--- src/rtl/wb_b3_pkg.sv ---
// Wishbone B3 cycle-type/burst-type encodings and the master FSM state type;
// shared with slaves that decode the same burst encoding.
package wb_b3_pkg;

   localparam logic [2:0] CTI_CLASSIC = 3'b000;
   localparam logic [2:0] CTI_CONST   = 3'b001;
   localparam logic [2:0] CTI_INCR    = 3'b010;
   localparam logic [2:0] CTI_EOB     = 3'b111;

   localparam logic [1:0] BTE_LINEAR  = 2'b00;
   localparam logic [1:0] BTE_WRAP4   = 2'b01;
   localparam logic [1:0] BTE_WRAP8   = 2'b10;
   localparam logic [1:0] BTE_WRAP16  = 2'b11;

   typedef enum logic [1:0] {
      ST_IDLE = 2'd0,
      ST_BUS  = 2'd1,
      ST_RESP = 2'd2
   } mst_state_e;

   // Request length code to number of beats: 1, 4, 8, 16.
   function automatic logic [4:0] beat_count(input logic [1:0] len);
      case (len)
         2'b00:   beat_count = 5'd1;
         2'b01:   beat_count = 5'd4;
         2'b10:   beat_count = 5'd8;
         default: beat_count = 5'd16;
      endcase
   endfunction

endpackage

--- src/rtl/wb_b3_adr_gen.sv ---
// Next word address for a B3 burst: wraps inside a 4/8/16-word window per bte,
// linear increment otherwise. Operates on word addresses (byte address >> 2).
module wb_b3_adr_gen
   import wb_b3_pkg::*;
#(
   parameter int aw = 32
) (
   input  logic [aw-3:0] wadr_i,
   input  logic [1:0]    bte_i,
   output logic [aw-3:0] wadr_o
);

   always_comb begin
      wadr_o = wadr_i;
      case (bte_i)
         BTE_WRAP4:  wadr_o[1:0] = wadr_i[1:0] + 2'd1;
         BTE_WRAP8:  wadr_o[2:0] = wadr_i[2:0] + 3'd1;
         BTE_WRAP16: wadr_o[3:0] = wadr_i[3:0] + 4'd1;
         default:    wadr_o      = wadr_i + (aw-2)'(1);
      endcase
   end

endmodule

--- src/rtl/wb_b3_burst_master.sv ---
// Wishbone B3 burst master: line requests to wrap bursts or classic singles.
// Optional per-beat ack timeout enabled by WB_B3_BURST_MASTER_TIMEOUT_EN.
//
// state   | meaning
// IDLE    | ready for a request (ready held low for the first cycle after reset)
// BUS     | cyc asserted, beats issued until last ack or error/retry/timeout
// RESP    | one-cycle done_o pulse, err_o qualifies it
module wb_b3_burst_master
   import wb_b3_pkg::*;
#(
   parameter int dw             = 32,
   parameter int aw             = 32,
   parameter int TIMEOUT_CYCLES = 256
) (
   input  logic          wb_clk_i,
   input  logic          wb_rst_n_i,
   input  logic          req_valid_i,
   output logic          req_ready_o,
   input  logic          req_we_i,
   input  logic [aw-1:0] req_adr_i,
   input  logic [1:0]    req_len_i,
   input  logic [3:0]    req_sel_i,
   input  logic [dw-1:0] wdat_i,
   input  logic          wdat_valid_i,
   output logic          wdat_ready_o,
   output logic [dw-1:0] rdat_o,
   output logic          rdat_valid_o,
   output logic          done_o,
   output logic          err_o,
   output logic [aw-1:0] wbm_adr_o,
   output logic [dw-1:0] wbm_dat_o,
   output logic [3:0]    wbm_sel_o,
   output logic          wbm_we_o,
   output logic [1:0]    wbm_bte_o,
   output logic [2:0]    wbm_cti_o,
   output logic          wbm_cyc_o,
   output logic          wbm_stb_o,
   input  logic          wbm_ack_i,
   input  logic          wbm_err_i,
   input  logic          wbm_rty_i,
   input  logic [dw-1:0] wbm_dat_i
);

   mst_state_e    state_q;
   logic          rdy_q, cyc_q, we_q, err_q, rdat_valid_q;
   logic [1:0]    len_q;
   logic [3:0]    sel_q;
   logic [4:0]    cnt_q;
   logic [aw-3:0] wadr_q, wadr_nxt;
   logic [dw-1:0] rdat_q;
   logic          stb, beat_ok, beat_abort, timeout;
   logic          unused_adr_lsb;

   assign unused_adr_lsb = ^req_adr_i[1:0];

   assign stb        = cyc_q & (we_q ? wdat_valid_i : 1'b1);
   // Error, retry and timeout all abort; any of them overrides a same-cycle ack.
   assign beat_abort = stb & (wbm_err_i | wbm_rty_i | timeout);
   assign beat_ok    = stb & wbm_ack_i & ~beat_abort;

   wb_b3_adr_gen #(.aw(aw)) u_adr_gen (
      .wadr_i (wadr_q),
      .bte_i  (len_q),
      .wadr_o (wadr_nxt)
   );

`ifdef WB_B3_BURST_MASTER_TIMEOUT_EN
   localparam int TW = $clog2(TIMEOUT_CYCLES + 1);
   logic [TW-1:0] to_q;

   assign timeout = stb & ~wbm_ack_i & (to_q == '0);

   always_ff @(posedge wb_clk_i or negedge wb_rst_n_i) begin
      if (!wb_rst_n_i)               to_q <= TW'(TIMEOUT_CYCLES - 1);
      else if (!stb || wbm_ack_i)    to_q <= TW'(TIMEOUT_CYCLES - 1);
      else if (to_q != '0)           to_q <= to_q - TW'(1);
   end
`else
   localparam int unused_timeout_cycles = TIMEOUT_CYCLES;
   assign timeout = 1'b0;
`endif

   always_ff @(posedge wb_clk_i or negedge wb_rst_n_i) begin
      if (!wb_rst_n_i) begin
         state_q      <= ST_IDLE;
         rdy_q        <= 1'b0;
         cyc_q        <= 1'b0;
         we_q         <= 1'b0;
         err_q        <= 1'b0;
         len_q        <= 2'b00;
         sel_q        <= 4'h0;
         cnt_q        <= 5'd0;
         wadr_q       <= '0;
         rdat_q       <= '0;
         rdat_valid_q <= 1'b0;
      end else begin
         rdat_valid_q <= 1'b0;
         case (state_q)
            ST_IDLE: begin
               rdy_q <= 1'b1;
               if (req_valid_i && rdy_q) begin
                  rdy_q   <= 1'b0;
                  cyc_q   <= 1'b1;
                  we_q    <= req_we_i;
                  len_q   <= req_len_i;
                  sel_q   <= (req_len_i == 2'b00) ? req_sel_i : 4'hf;
                  wadr_q  <= req_adr_i[aw-1:2];
                  cnt_q   <= beat_count(req_len_i);
                  err_q   <= 1'b0;
                  state_q <= ST_BUS;
               end
            end
            ST_BUS: begin
               if (beat_abort) begin
                  cyc_q   <= 1'b0;
                  err_q   <= 1'b1;
                  state_q <= ST_RESP;
               end else if (beat_ok) begin
                  wadr_q       <= wadr_nxt;
                  cnt_q        <= cnt_q - 5'd1;
                  rdat_q       <= wbm_dat_i;
                  rdat_valid_q <= ~we_q;
                  if (cnt_q == 5'd1) begin
                     cyc_q   <= 1'b0;
                     state_q <= ST_RESP;
                  end
               end
            end
            ST_RESP: begin
               err_q   <= 1'b0;
               rdy_q   <= 1'b1;
               state_q <= ST_IDLE;
            end
            default: state_q <= ST_IDLE;
         endcase
      end
   end

   assign req_ready_o  = rdy_q;
   assign wdat_ready_o = beat_ok & we_q;
   assign rdat_o       = rdat_q;
   assign rdat_valid_o = rdat_valid_q;
   assign done_o       = (state_q == ST_RESP);
   assign err_o        = err_q;

   assign wbm_adr_o = {wadr_q, 2'b00};
   assign wbm_dat_o = (cyc_q & we_q) ? wdat_i : '0;
   assign wbm_sel_o = sel_q;
   assign wbm_we_o  = we_q;
   assign wbm_bte_o = len_q;
   assign wbm_cti_o = (len_q == 2'b00) ? CTI_CLASSIC :
                      (cnt_q == 5'd1)  ? CTI_EOB : CTI_INCR;
   assign wbm_cyc_o = cyc_q;
   assign wbm_stb_o = stb;

endmodule

--- config.mk ---
export PLATFORM = sky130hd
export DESIGN_NAME = wb_b3_burst_master
export DESIGN_NICKNAME = d
export VERILOG_FILES = /design/src/rtl/wb_b3_pkg.sv /design/src/rtl/wb_b3_adr_gen.sv /design/src/rtl/wb_b3_burst_master.sv
export SDC_FILE = /design/constraint.sdc
export NUM_CORES = 1
export LEC_CHECK = 0
export CAP_MARGIN = 20
export CORE_AREA = 2 2 103 115
export CTS_BUF_LIST = sky130_fd_sc_hd__clkbuf_16
export DETAILED_ROUTE_END_ITERATION = 12
export DIE_AREA = 0 0 105 117
export PLACE_DENSITY = 0.79
export SYNTH_ARGS = -nofsm -noshare
export SYNTH_HDL_FRONTEND = slang
export SYNTH_SLANG_ARGS = --single-unit
--- constraint.sdc ---
create_clock -name wb_clk_i -period 2.04 [get_ports wb_clk_i]
set_input_delay 0.408 -clock wb_clk_i [delete_from_list [all_inputs] [get_ports wb_clk_i]]
set_output_delay 0.408 -clock wb_clk_i [all_outputs]
set_load 0.01 [all_outputs]
---- Yosys cells after proc, flatten, opt, wreduce, memory -nomap -nowiden ----
Cells that the tools add are included.
word-level totals
  word-level logic and storage cells ...... 99
  register bits ........................... 80
  bits of input ports ..................... 110
  output and inout bits ................... 113
  RAM bits ................................ 0
  ROM bits ................................ 0
  latch bits .............................. 0
  memories ................................ 0
operators by class
  bitwise gates (word level) .............. 9
  $lt $le $gt $ge ......................... 0
  equal/unequal tests ..................... 17
  multiply operators ...................... 0
  div/mod/pow operators ................... 0
  add/subtract/negate cells ............... 5
  reductions and logical operators ........ 18
  shift operators ......................... 0
  muxes and demuxes ....................... 36
operator list
  cell                     count
  $mux W30                 3
  $pmux W30 S2             1
  $mux W32                 1
  $add A30 B1 Y30 const B  1
  $mux W26                 1
  $mux W5                  3
  $pmux W5 S3              1
  $reduce_and A5 Y1        3
  $ne A2 B2 Y1 const B     7
  $mux W1                  11
  $pmux W5 S2              1
  $reduce_and A3 Y1        3
  $eq A2 B2 Y1 const B     4
  $mux W2                  4
  $reduce_and A4 Y1        2
  $and A1 B1 Y1            6
  $eq A2 B1 Y1 const B     3
  $logic_not A2 Y1         3
  $mux W3                  2
  $ne A3 B3 Y1 const B     2
  $pmux W1 S2              3
  $pmux W1 S3              2
  $pmux W2 S3              1
  $eq A5 B1 Y1 const B     1
  14 further kinds         16

---- Depth between registers and ports, before layout ----
Gate-level depths: netlist of the first run.
  word-level depth ........................ 8
  depth in mapped cells ................... 9
  mapped depth without buffers ............ 7

---- Hierarchy ----
From an unflattened synthesis of the first run, not the netlist that was laid out.
unflattened totals
  cells, all modules ...................... 479
  area total of the unflattened synthesis .. 4,403.0 um2
modules (own cells, without submodules)
  module              cells an instance  times used  seq. area each (um2)  area each (um2)
  wb_b3_burst_master  380                1           2,001.9               3,678.5
  wb_b3_adr_gen       99                 1           0.0                   724.4

---- Least setup slack after synthesis of the first run ----
OpenSTA, ideal clock, no wires.
  kind .................................... register -> register
  start ................................... reg wadr_q[0]
  end ..................................... reg wadr_q[26]
  path slack .............................. 0.194 ns
  clock period less this slack ............ 1.846 ns
  stages on the path, launching flop included .. 8
  path buffers ............................ 1
  setup time .............................. 0.136 ns
  data arrival time ....................... 1.710 ns
  cell sequence ........................... dfrtp_1 ha_1 nand4_1 nor4_4 buf_2 a21oi_1 o21ai_0 o21ai_0
on the way
  longest elaborated chain between the ends .. 5
ends and longest elaborated chain
  item                    line                       RTL
  from (decl)             wb_b3_burst_master.sv:49   logic [aw-3:0] wadr_q, wadr_nxt;
  from (signal assigned)  wb_b3_burst_master.sv:107  wadr_q <= req_adr_i[aw-1:2];
  from (signal assigned)  wb_b3_burst_master.sv:119  wadr_q <= wadr_nxt;
  $add A30 B1 Y30         wb_b3_adr_gen.sv:19        default: wadr_o = wadr_i + (aw-2)'(1);
  $mux W26                wb_b3_adr_gen.sv:15        case (bte_i)
  $mux W30                wb_b3_burst_master.sv:118  end else if (beat_ok) begin
  $mux W30                wb_b3_burst_master.sv:114  if (beat_abort) begin
  $pmux W30 S2            wb_b3_burst_master.sv:98   case (state_q)
Every way passes these cells. The select of a mux whose other input is x is not followed.
A chain may end at the register's enable or synchronous reset.

---- Worst setup path in the final report of the first run ----
  start ................................... in wdat_valid_i
  end ..................................... out wdat_ready_o
on the way
  longest elaborated chain between the ends .. 6
ends and longest elaborated chain
  item                         line                       RTL
  from (decl)                  wb_b3_burst_master.sv:24   input logic wdat_valid_i,
  $mux W1 *                    wb_b3_burst_master.sv:56   assign stb = cyc_q & (we_q ? wdat_valid_i : 1'b1);
  $and A1 B1 Y1 *              wb_b3_burst_master.sv:56
  $and A1 B1 Y1                wb_b3_burst_master.sv:58   assign beat_abort = stb & (wbm_err_i | wbm_rty_i | timeout);
  $not A1 Y1 (no source line)  --
  $and A1 B1 Y1 *              wb_b3_burst_master.sv:59   assign beat_ok = stb & wbm_ack_i & ~beat_abort;
  $and A1 B1 Y1 *              wb_b3_burst_master.sv:140  assign wdat_ready_o = beat_ok & we_q;
  to (decl)                    wb_b3_burst_master.sv:25   output logic wdat_ready_o,
Mark *: on every way between the ends. The rest lies on a longest branch, timed or not.

==> flow_summary_export.csv, run 1 <==
group,metric,value,unit
status,status,"complete, no violations",
placement,gp_congestion,0.988,
final_layout,post-route-util,0.662,
routing,drt-initial-drc-count,349,
die,start_util,0.390,
power_and_ir_drop,vdd_drop_max,624,uV
timing,report.final.hold_viol_count,0,
timing,max_freq,0.494,GHz
synth,synth_top_cell_area_share,0.459,
cts,clock_latency,330,ps
cts,root_buffer,"clkbuf_16",
timing,hold_slack,50.7,ps
die,die_x,105,um
cts,cts.htree.levels,3,
routing,routed_wl,15.0,mm
job,drv_cap,0,
final_layout,nNetsFinal,880,
grt,grt_max_degree,50,
synth,ys_top_cells_by_area,"dfrtp_1 (46%), nand2_1 (11%), and3_1 (5.2%), a21oi_1 (3.8%), o21ai_0 (3.6%)",
timing,min_period_over_period,0.992,
cts,cts_tree,"built",
routing,drt-pass1-iter-count,4,
routing,antenna_left,0,
timing,slew_violations,0,
die,rows,41,
grt,grt.busiest_layer,"met2",
timing,finalCriticalPeriod,2020,ps
power_and_ir_drop,p_leak,3.47,nW
cts,cts.sinks,80,
placement,hpwl,11.0,mm
worst_setup_path,startpoint_type,"input port",
synth,synth_edf_count,0,
worst_setup_path,arrival,1620,ps
worst_setup_path,cp.required,1630,ps
timing,setup_viol,0,
synth,synth_flop_cell,"dfrtp_1",
routing,vias,4870,
die,dieArea,12300,um2
routing,routedWlPerCell,16.4,um
grt,use_met3,0.0642,
grt,gr-total-overflow,0,
grt,antenna_found_initial,0,
grt,grt_pass1_wl,23.9,mm
synth,syn_inst,521,
synth,synth-seq-cells,80,
synth,async_flop_share,1.00,
routing,vias_per_cell,5.30,
cts,clk_pin_slew,60,ps
grt,grt_pass1_vias,4723,
worst_hold_path,hold_class,"in2async",
worst_setup_path,critical_path_class,"in2out",
synth,netlist-cell-type-count,55,
worst_setup_path,cp-end-kind,"output port",
die,io_pins,223,
grt,grtUsageMet1,0.296,
final_layout,n_fill_cell,932,
routing,drc,0,
final_layout,drive_gt1_frac,0.114,
cts,clk_path_buf_depth,2,
placement,portBuffers,218,
final_layout,syn_to_final_growth,69.7,%
die,dieHeight,117,um
worst_setup_path,cp_max_fo,2,
synth,synth_area,4360,um2
synth,yosysTopAreaCell,"dfrtp_1",
grt,use_met2,0.417,
die,fp.coreArea,11200,um2
synth,yosysWarnings,0,
grt,grtUsageTotal,0.242,
final_layout,num_antenna_cells,0,
cts,numCtsBuffers,9,
timing,relSlewSlack,0.660,
synth,ys_seq_area_frac,0.459,
timing,finalClockSkew,7.16,ps
power_and_ir_drop,power_density,1410,nW/um2
synth,syn_avg_cell_area,8.37,um2
timing,max_slew.worst_pin.slew,511,ps
[registers in the layout (all words and copies together) (netlist names)]
signal,cells
err_o,1
rdat_o,32
cnt_q,5
rdat_valid_o,1
wbm_we_o,1
wbm_sel_o,4
wadr_q,30
wbm_cyc_o,1
state_q,2
req_ready_o,1
wbm_bte_o,2
[area by class of cell]
type | instances | area (um2) | area share
tap | 150 | 188 | 0.0254
sequential | 80 | 2010 | 0.271
timing repair buffer | 267 | 2600 | 0.352
inverter | 16 | 60.1 | 0.00811
clock inverter | 7 | 143 | 0.0193
clock buffer | 9 | 225 | 0.0304
multi-input combinational | 390 | 2180 | 0.294
[stage by stage]
stage / total power (W) / area (um2) / std cells / setup TNS, ps / worst slack, ps
6_report: 0.0104 / 7400 / 919 / 0 / 16.6
5_1_grt: 0.0111 / 7400 / 919 / -0.336 / -0.336
4_1_cts: 0.0103 / 7290 / 914 / 0 / 2.48
3_5_place_dp: 0.00828 / 6900 / 896 / -13760 / -314
3_3_place_gp: 0.00809 / 6900 / 896 / -11700 / -291
2_1_floorplan: 0.00539 / 4370 / 522 / 0 / 194
[cells by family after synthesis]
logic type	share of synthesized area
fa+ha+maj	0.0172
mux	0.00459
other cells	0.000860
compound gates	0.154
simple gates	0.312
flops	0.459
buf+inv	0.0525
[cells in the mapped netlist (all sizes together) (3+ instances only)]
cell / instances
nand2: 129
dfrtp: 80
and3: 36
a21oi: 33
o21ai: 32
nor2: 29
nand3: 28
clkbuf: 23
inv: 16
buf: 13
nand4: 11
o22a: 9
nor3: 8
a2bb2oi: 7
a31oi: 6
ha: 6
nor4: 6
o22ai: 6
and2: 4
or3: 4
a41oi: 3
nand3b: 3
[metal layers]
layer,vias up,wire length (um)
li1,2302,-
met1,2343,6080
met2,204,7500
met3,21,1130
met4,0,328
met5,-,0
[layout by cell type, fill, tap and decap left out, drive strengths merged, types with 7 or more instances in the layout]
cell           instances
o21ai                 32
nand4                 11
clkdlybuf4s50        194
dlygate4sd2           13
a21oi                 33
a2bb2oi                7
nor3                   8
nand3                 28
o22a                   9
nor2                  29
clkbuf                12
buf                   49
dlymetal6s2s           8
inv                   17
and3                  36
dfrtp                 80
nand2                129
[critical path, cell delays in order]
cell and delay, ps:
clkdlybuf4s50_1 480, nand2b_1 130, nand2_1 80, inv_1 80, and3_1 160, dlygate4sd2_1 280
[where the power goes]
part	internal, W	switching, W
clock	0.00132	0.000650
combinational	0.00289	0.00256
sequential	0.00230	0.000719
total	0.00651	0.00393
[repair_timing]
item | 4_1_cts | 5_1_grt
hold buffers | 0 | 0
buffers inserted | 2 | 4
gates resized for setup | 22 | 25
pin swaps | 1 | 7
setup endpoints to repair | 37 | 83
cloned | 0 | 1
[final timing paths]
check | to | start | slack [ps] | cells after the start
min in group wb_clk_i | wbm_sel_o[0] | wbm_sel_o[0] | 470 | 2
max in group asynchronous | wadr_q[15] | wb_rst_n_i | 1370 | 2
max | wdat_ready_o | wdat_valid_i | 20 | 6
max reg2reg | wadr_q[18] | wadr_q[0] | 210 | 7
min | wbm_we_o | wb_rst_n_i | 50 | 1
min reg2reg | wbm_sel_o[0] | wbm_sel_o[0] | 470 | 2
Power figures use the tool's default switching activity.
==> run 2, diff against run 1 <==
--- a/config.mk
+++ b/config.mk
@@ -11,6 +11,7 @@
 export DETAILED_ROUTE_END_ITERATION = 12
 export DIE_AREA = 0 0 105 117
 export PLACE_DENSITY = 0.79
+export SETUP_SLACK_MARGIN = 0.02
 export SYNTH_ARGS = -nofsm -noshare
 export SYNTH_HDL_FRONTEND = slang
 export SYNTH_SLANG_ARGS = --single-unit
==> run 2 against run 1 <==
  * Hold slack worse by 9.9 ps
  * Highest routed layer unchanged
  * Via count about the same
  * Cell area up 0.12%
  * Clock power barely moved
  * Utilization is 0.078 points higher
  * Flip-flop and latch count stayed put
  * Wire length about the same
  * Setup slack better by 34 ps
  * Global-route usage rose by 0.084 points
  * Non-clock buffer count increased by 1
  * First-iteration DRC count fell by 20%
  * Fmax increased by 1.7%
==> flow_summary_export.csv, run 2 (synthesis results as in run 1) <==
group,metric,value,unit
status,status,"complete, no violations",
cts,root_buffer,"clkbuf_16",
routing,drt-initial-drc-count,279,
die,die_x,105,um
cts,numCtsBuffers,9,
final_layout,layout_common_cells,"clkdlybuf4s50_1 (180), nand2_1 (129), dfrtp_1 (77), buf_4 (44), and3_1 (36)",
die,io_pins,223,
final_layout,final_common_cell,"clkdlybuf4s50_1",
die,start_util,0.390,
timing,tns,0,ps
final_layout,drive_gt1_frac,0.114,
timing,relSlewSlack,0.663,
placement,portBuffers,218,
die,dieHeight,117,um
grt,grtUsageTotal,0.243,
worst_setup_path,cp.required,1630,ps
grt,grt_pass1_vias,4734,
placement,gp_congestion,0.988,
final_layout,nNetsFinal,881,
timing,max_freq,0.503,GHz
worst_setup_path,cp-end-kind,"output port",
timing,report.final.hold_viol_count,0,
power_and_ir_drop,power_density,1400,nW/um2
final_layout,largest_reg_flops,32,
placement,placed_area,6900,um2
grt,gr-total-overflow,0,
grt,grt_pass1_wl,23.9,mm
worst_setup_path,rrSetupSlack,200,ps
worst_hold_path,hold_class,"in2async",
cts,cts.htree.levels,3,
timing,setup_viol,0,
power_and_ir_drop,vdd_drop_max,616,uV
die,fp.coreArea,11200,um2
grt,grt_max_degree,50,
routing,drt-pass1-iter-count,5,
routing,routedWlPerCell,16.3,um
worst_setup_path,critical_path_class,"reg2out",
job,drv_cap,0,
die,dieArea,12300,um2
cts,clk_path_buf_depth,2,
worst_setup_path,arrival,1580,ps
worst_setup_path,startpoint_type,"register",
cts,cts_tree,"built",
routing,drc,0,
timing,max_slew.worst_pin.slew,505,ps
final_layout,syn_to_final_growth,69.9,%
routing,antenna_left,0,
timing,finalCriticalPeriod,1990,ps
routing,routed_wl,15.0,mm
timing,finalClockSkew,7.45,ps
die,rows,41,
worst_setup_path,cp_max_fo,33,
cts,clk_pin_slew,60,ps
cts,clock_latency,330,ps
routing,vias,4871,
routing,vias_per_cell,5.29,
grt,antenna_found_initial,0,
timing,slew_violations,0,
final_layout,stdcell_area,7410,um2
timing,rsz0062_at_grt,"no",
placement,hpwl,11.0,mm
cts,cts.sinks,80,
timing,min_period_over_period,0.975,
final_layout,num_antenna_cells,0,
power_and_ir_drop,p_leak,3.65,nW
[run 2: changes by cell type in the layout (fill, tap and decap cells not counted), moves of 2 or more]
cell | before | now
clkdlybuf4s50_1 | 194 | 180
buf_6 | 3 | 5
buf_2 | 0 | 2
dlymetal6s2s_1 | 8 | 18
clkbuf_2 | 2 | 0
dlygate4sd2_1 | 13 | 16
[run 2: layout make-up]
cell class	count	area, um2
fillers	936	3770
repair buffers	268	2610
multi-input cells	390	2180
flip-flops and latches	80	2010
clock buffers	9	225
well taps	150	188
clock inverters	7	143
inverters	16	60.1
[run 2: stage by stage]
| step | worst slack, ps | instances | util | power, W | hold slack [ps] |
|---|---|---|---|---|---|
| global route | 23.0 | 920 | 0.663 | 0.0111 | 84.4 |
| floorplan | 194 | 522 | - | 0.00539 | 112 |
| detailed placement | -314 | 896 | 0.617 | 0.00828 | 417 |
| CTS | -19.1 | 916 | 0.653 | 0.0103 | 59.5 |
| finish | 50.2 | 920 | 0.663 | 0.0104 | 40.8 |
| global placement | -291 | 896 | 0.617 | 0.00809 | 405 |
[run 2: repair_timing]
item / 4_1_cts / 5_1_grt
endpoints found under the setup margin: 42 / 80
hold buffers: 0 / 0
pin swaps: 1 / 6
cloned: 1 / 0
gates resized for setup: 30 / 34
setup buffers: 3 / 4
endpoints found under the hold margin: 0 / 0
[run 2: path summary, 6_finish.rpt]
kind,start,endpoint,cells past startpoint
setup / recovery,wbm_cyc_o,wbm_dat_o[17],3
hold / removal,wb_rst_n_i,wbm_sel_o[2],1
setup reg to reg,wbm_bte_o[0],wadr_q[5],8
hold reg to reg,wbm_sel_o[0],wbm_sel_o[0],2
max in group asynchronous,wb_rst_n_i,wadr_q[15],2
min in group wb_clk_i,wbm_sel_o[0],wbm_sel_o[0],2
[run 2: routing by layer]
metal / GRT usage / up-vias / share of wire
li1: - / 2306 / -
met1: 0.296 / 2326 / 0.40
met2: 0.419 / 214 / 0.50
met3: 0.0642 / 25 / 0.077
met4: 0.0880 / 0 / 0.023
met5: 0 / - / 0
[run 2: worst max-delay path, stage by stage, from the launching register on]
cell and delay, ps:
dfrtp_2 390, buf_12 170, and3_1 150, clkdlybuf4s50_1 540
[run 2: power by group]
group | internal (W) | switching (W) | total, W
Sequential | 0.00230 | 0.000717 | 0.00302
Combinational | 0.00284 | 0.00255 | 0.00539
Clock | 0.00132 | 0.000654 | 0.00198
Total | 0.00647 | 0.00392 | 0.0104
==> run 3, diff against run 2 <==
--- a/config.mk
+++ b/config.mk
@@ -6,12 +6,14 @@
 export NUM_CORES = 1
 export LEC_CHECK = 0
 export CAP_MARGIN = 20
-export CORE_AREA = 2 2 103 115
+export CORE_AREA = 2 2 102 114
 export CTS_BUF_LIST = sky130_fd_sc_hd__clkbuf_16
 export DETAILED_ROUTE_END_ITERATION = 12
-export DIE_AREA = 0 0 105 117
-export PLACE_DENSITY = 0.79
+export DIE_AREA = 0 0 104 116
+export GPL_TIMING_DRIVEN = 0
+export PLACE_DENSITY = 0.81
 export SETUP_SLACK_MARGIN = 0.02
 export SYNTH_ARGS = -nofsm -noshare
 export SYNTH_HDL_FRONTEND = slang
+export SYNTH_HIERARCHICAL = 1
 export SYNTH_SLANG_ARGS = --single-unit
==> run 3 against run 2 <==
  * Critical path depth did not move
  * Sequential share of layout area grew 0.75 points
  * Clock skew rose by 2.2 ps
  * Die area is 1.8% lower
  * Sequential power down 47%
  * Clock-buffer cell count is the same
  * Total power shrank 68%
  * Hold slack improved by 330 ps
  * Area after synthesis up 0.95%
  * Cell count down 5.0%
  * Critical path type unchanged
  * Largest cell class unchanged
==> flow_summary_export.csv, run 3 <==
group,metric,value,unit
status,status,"complete, no violations",
die,start_util,0.407,
power_and_ir_drop,power_density,454,nW/um2
grt,antenna_found_initial,0,
synth,yosysMostFrequentCell,"nand2_1",
synth,synth_flop_cell,"dfrtp_1",
timing,rsz0062_at_grt,"yes",
timing,max_freq,0.496,GHz
final_layout,final_common_cell,"clkdlybuf4s50_1",
die,rows,40,
final_layout,drive_gt1_frac,0.121,
synth,syn_inst,479,
placement,hpwl,10.5,mm
final_layout,nNetsFinal,839,
final_layout,regArea,2010,um2
die,io_pins,223,
die,die_x,104,um
cts,cts_tree,"built",
synth,netlist-cell-type-count,41,
worst_setup_path,cp_top_family,"buffers and inverters",
worst_setup_path,slowest_delay,530,ps
job,drv_cap,0,
die,dieHeight,116,um
power_and_ir_drop,switching_power,0.000694,W
cts,cts.sinks,80,
placement,portBuffers,217,
synth,async_flop_share,1.00,
synth,synth-seq-cells,80,
timing,min_period_over_period,0.988,
timing,finalCriticalPeriod,2020,ps
grt,grtUsageTotal,0.238,
cts,clk_path_buf_depth,2,
final_layout,n_fill_cell,935,
synth,ys_top_cells_by_area,"dfrtp_1 (45%), nand2_1 (10%), o22a_1 (6.0%), and3_1 (5.7%), o21a_1 (5.1%)",
power_and_ir_drop,p_comb_frac,0.082,
worst_setup_path,worst-path-buf-inv,2,
synth,syn_avg_cell_area,9.19,um2
die,dieArea,12100,um2
power_and_ir_drop,vdd_drop_max,354,uV
die,fp.coreArea,10800,um2
final_layout,syn_to_final_growth,64.0,%
worst_setup_path,crit_chain,"buf_4 -> and3_1 -> clkdlybuf4s50_1",
routing,routedWlPerCell,16.3,um
grt,gr-total-overflow,0,
power_and_ir_drop,seq_power_share,0.484,
routing,drt-initial-drc-count,303,
grt,grt_max_degree,65,
timing,fin_ws,24.6,ps
final_layout,layout_common_cells,"clkdlybuf4s50_1 (180), nand2_1 (118), dfrtp_1 (75), and3_1 (40)",
timing,relSlewSlack,0.373,
synth,ys_seq_area_frac,0.455,
grt,grt_pass1_vias,4627,
synth,synth_area,4400,um2
cts,root_buffer,"clkbuf_16",
synth,synth_top_cell_area_share,0.455,
worst_hold_path,hold_class,"in2reg",
worst_setup_path,startpoint_type,"register",
cts,clk_pin_slew,60,ps
timing,max_slew.worst_pin.slew,933,ps
routing,drt-pass1-iter-count,4,
timing,finalClockSkew,9.68,ps
power_and_ir_drop,p_leak,3.49,nW
cts,clock_latency,340,ps
timing,setup_viol,0,
cts,cts.htree.levels,3,
routing,vias_per_cell,5.07,
worst_setup_path,cp-end-kind,"output port",
placement,gp_congestion,0.844,
worst_setup_path,cp_max_fo,6,
timing,hold_slack,375,ps
final_layout,multiInputGateArea,2230,um2
grt,grt_pass1_wl,23.0,mm
power_and_ir_drop,p_clk_frac,0.434,
timing,slew_violations,0,
timing,report.final.hold_viol_count,0,
worst_setup_path,cp.required,1630,ps
routing,antenna_left,0,
worst_setup_path,crit_slowest_cell,"clkdlybuf4s50_1",
routing,routed_wl,14.2,mm
final_layout,largest_reg_flops,32,
routing,vias,4433,
synth,synth_edf_count,0,
synth,yosysTopAreaCell,"dfrtp_1",
power_and_ir_drop,intPower,0.00258,W
power_and_ir_drop,swShare,0.212,
worst_setup_path,critical_path_class,"reg2out",
cts,numCtsBuffers,9,
synth,synth_common_cells,"nand2_1 (118), dfrtp_1 (80), and3_1 (40)",
final_layout,num_antenna_cells,0,
placement,place_ws,-355,ps
routing,drc,0,
synth,yosysWarnings,6,
worst_setup_path,arrival,1610,ps
run 3: power groups by stage:
| stage | Clock, W | Combinational (W) | Sequential (W) |
|---|---|---|---|
| global route | 0.00153 | 0.000289 | 0.00159 |
| detailed placement | 0 | 0.000268 | 0.00162 |
| CTS | 0.00146 | 0.000270 | 0.00159 |
| finish | 0.00142 | 0.000268 | 0.00159 |
| floorplan | 0 | 0.0000181 | 0.00162 |
| global placement | 0 | 0.000258 | 0.00162 |
run 3: cells by family (layout without fill, tap and decap cells):
logic type	count (synthesis)	after routing	synth area share
buf+inv	43	290	0.0526
compound gates	84	84	0.143
simple gates	238	238	0.277
fa+ha+maj	7	7	0.0199
other cells	1	2	0.000852
xor+xnor	26	26	0.0517
flops	80	80	0.455
run 3: metal layers:
metal / GRT usage / routed length (um) / vias up
met5: 0 / 0 / -
met4: 0.0658 / 123 / 0
met3: 0.0607 / 797 / 11
met2: 0.432 / 7440 / 136
met1: 0.283 / 5880 / 2144
li1: - / - / 2142
run 3: final timing paths:
check                             start      endpoint  cells after the start  slack, ps
setup / recovery               wbm_we_o  wbm_dat_o[1]                      3         20
hold / removal             req_len_i[1]  wbm_bte_o[1]                      3        370
setup reg to reg           wbm_bte_o[1]    wadr_q[24]                      9        100
hold reg to reg               rdat_o[8]     rdat_o[8]                      2        470
max in group asynchronous    wb_rst_n_i      wbm_we_o                      3        920
min in group asynchronous    wb_rst_n_i    wadr_q[19]                      2        500
run 3: repair_timing:
item / in CTS / in global routing
hold buffers: 1 / 0
setup buffers: 8 / 6
endpoints found under the hold margin: 16 / 0
pin swaps: 4 / 5
resized for setup: 69 / 24
endpoints found under the setup margin: 60 / 31
run 3: area by class of cell:
cell class	count	area share
timing repair buffer	233	0.315
multi-input combinational	357	0.309
sequential	80	0.278
clock buffer	9	0.0312
buffer	32	0.0312
tap	147	0.0255
clock inverter	7	0.00468
inverter	9	0.00468
run 3: tightest hold or removal path, cell delays in order:
cell and delay, ps:
buf_2 150, nand2_1 70, nand2_1 40
run 3: stage by stage:
stage | TNS (ps) | cell area (um2) | instances | total power [W] | utilization
final | 0 | 7220 | 874 | 0.00328 | 0.668
after detailed placement | -18380 | 6790 | 845 | 0.00188 | 0.628
after global routing | -52.1 | 7220 | 874 | 0.00340 | 0.668
after CTS | 0 | 7150 | 869 | 0.00332 | 0.662
after floorplan | 0 | 4410 | 480 | 0.00163 | -
after global placement | -200620 | 6760 | 844 | 0.00187 | 0.626
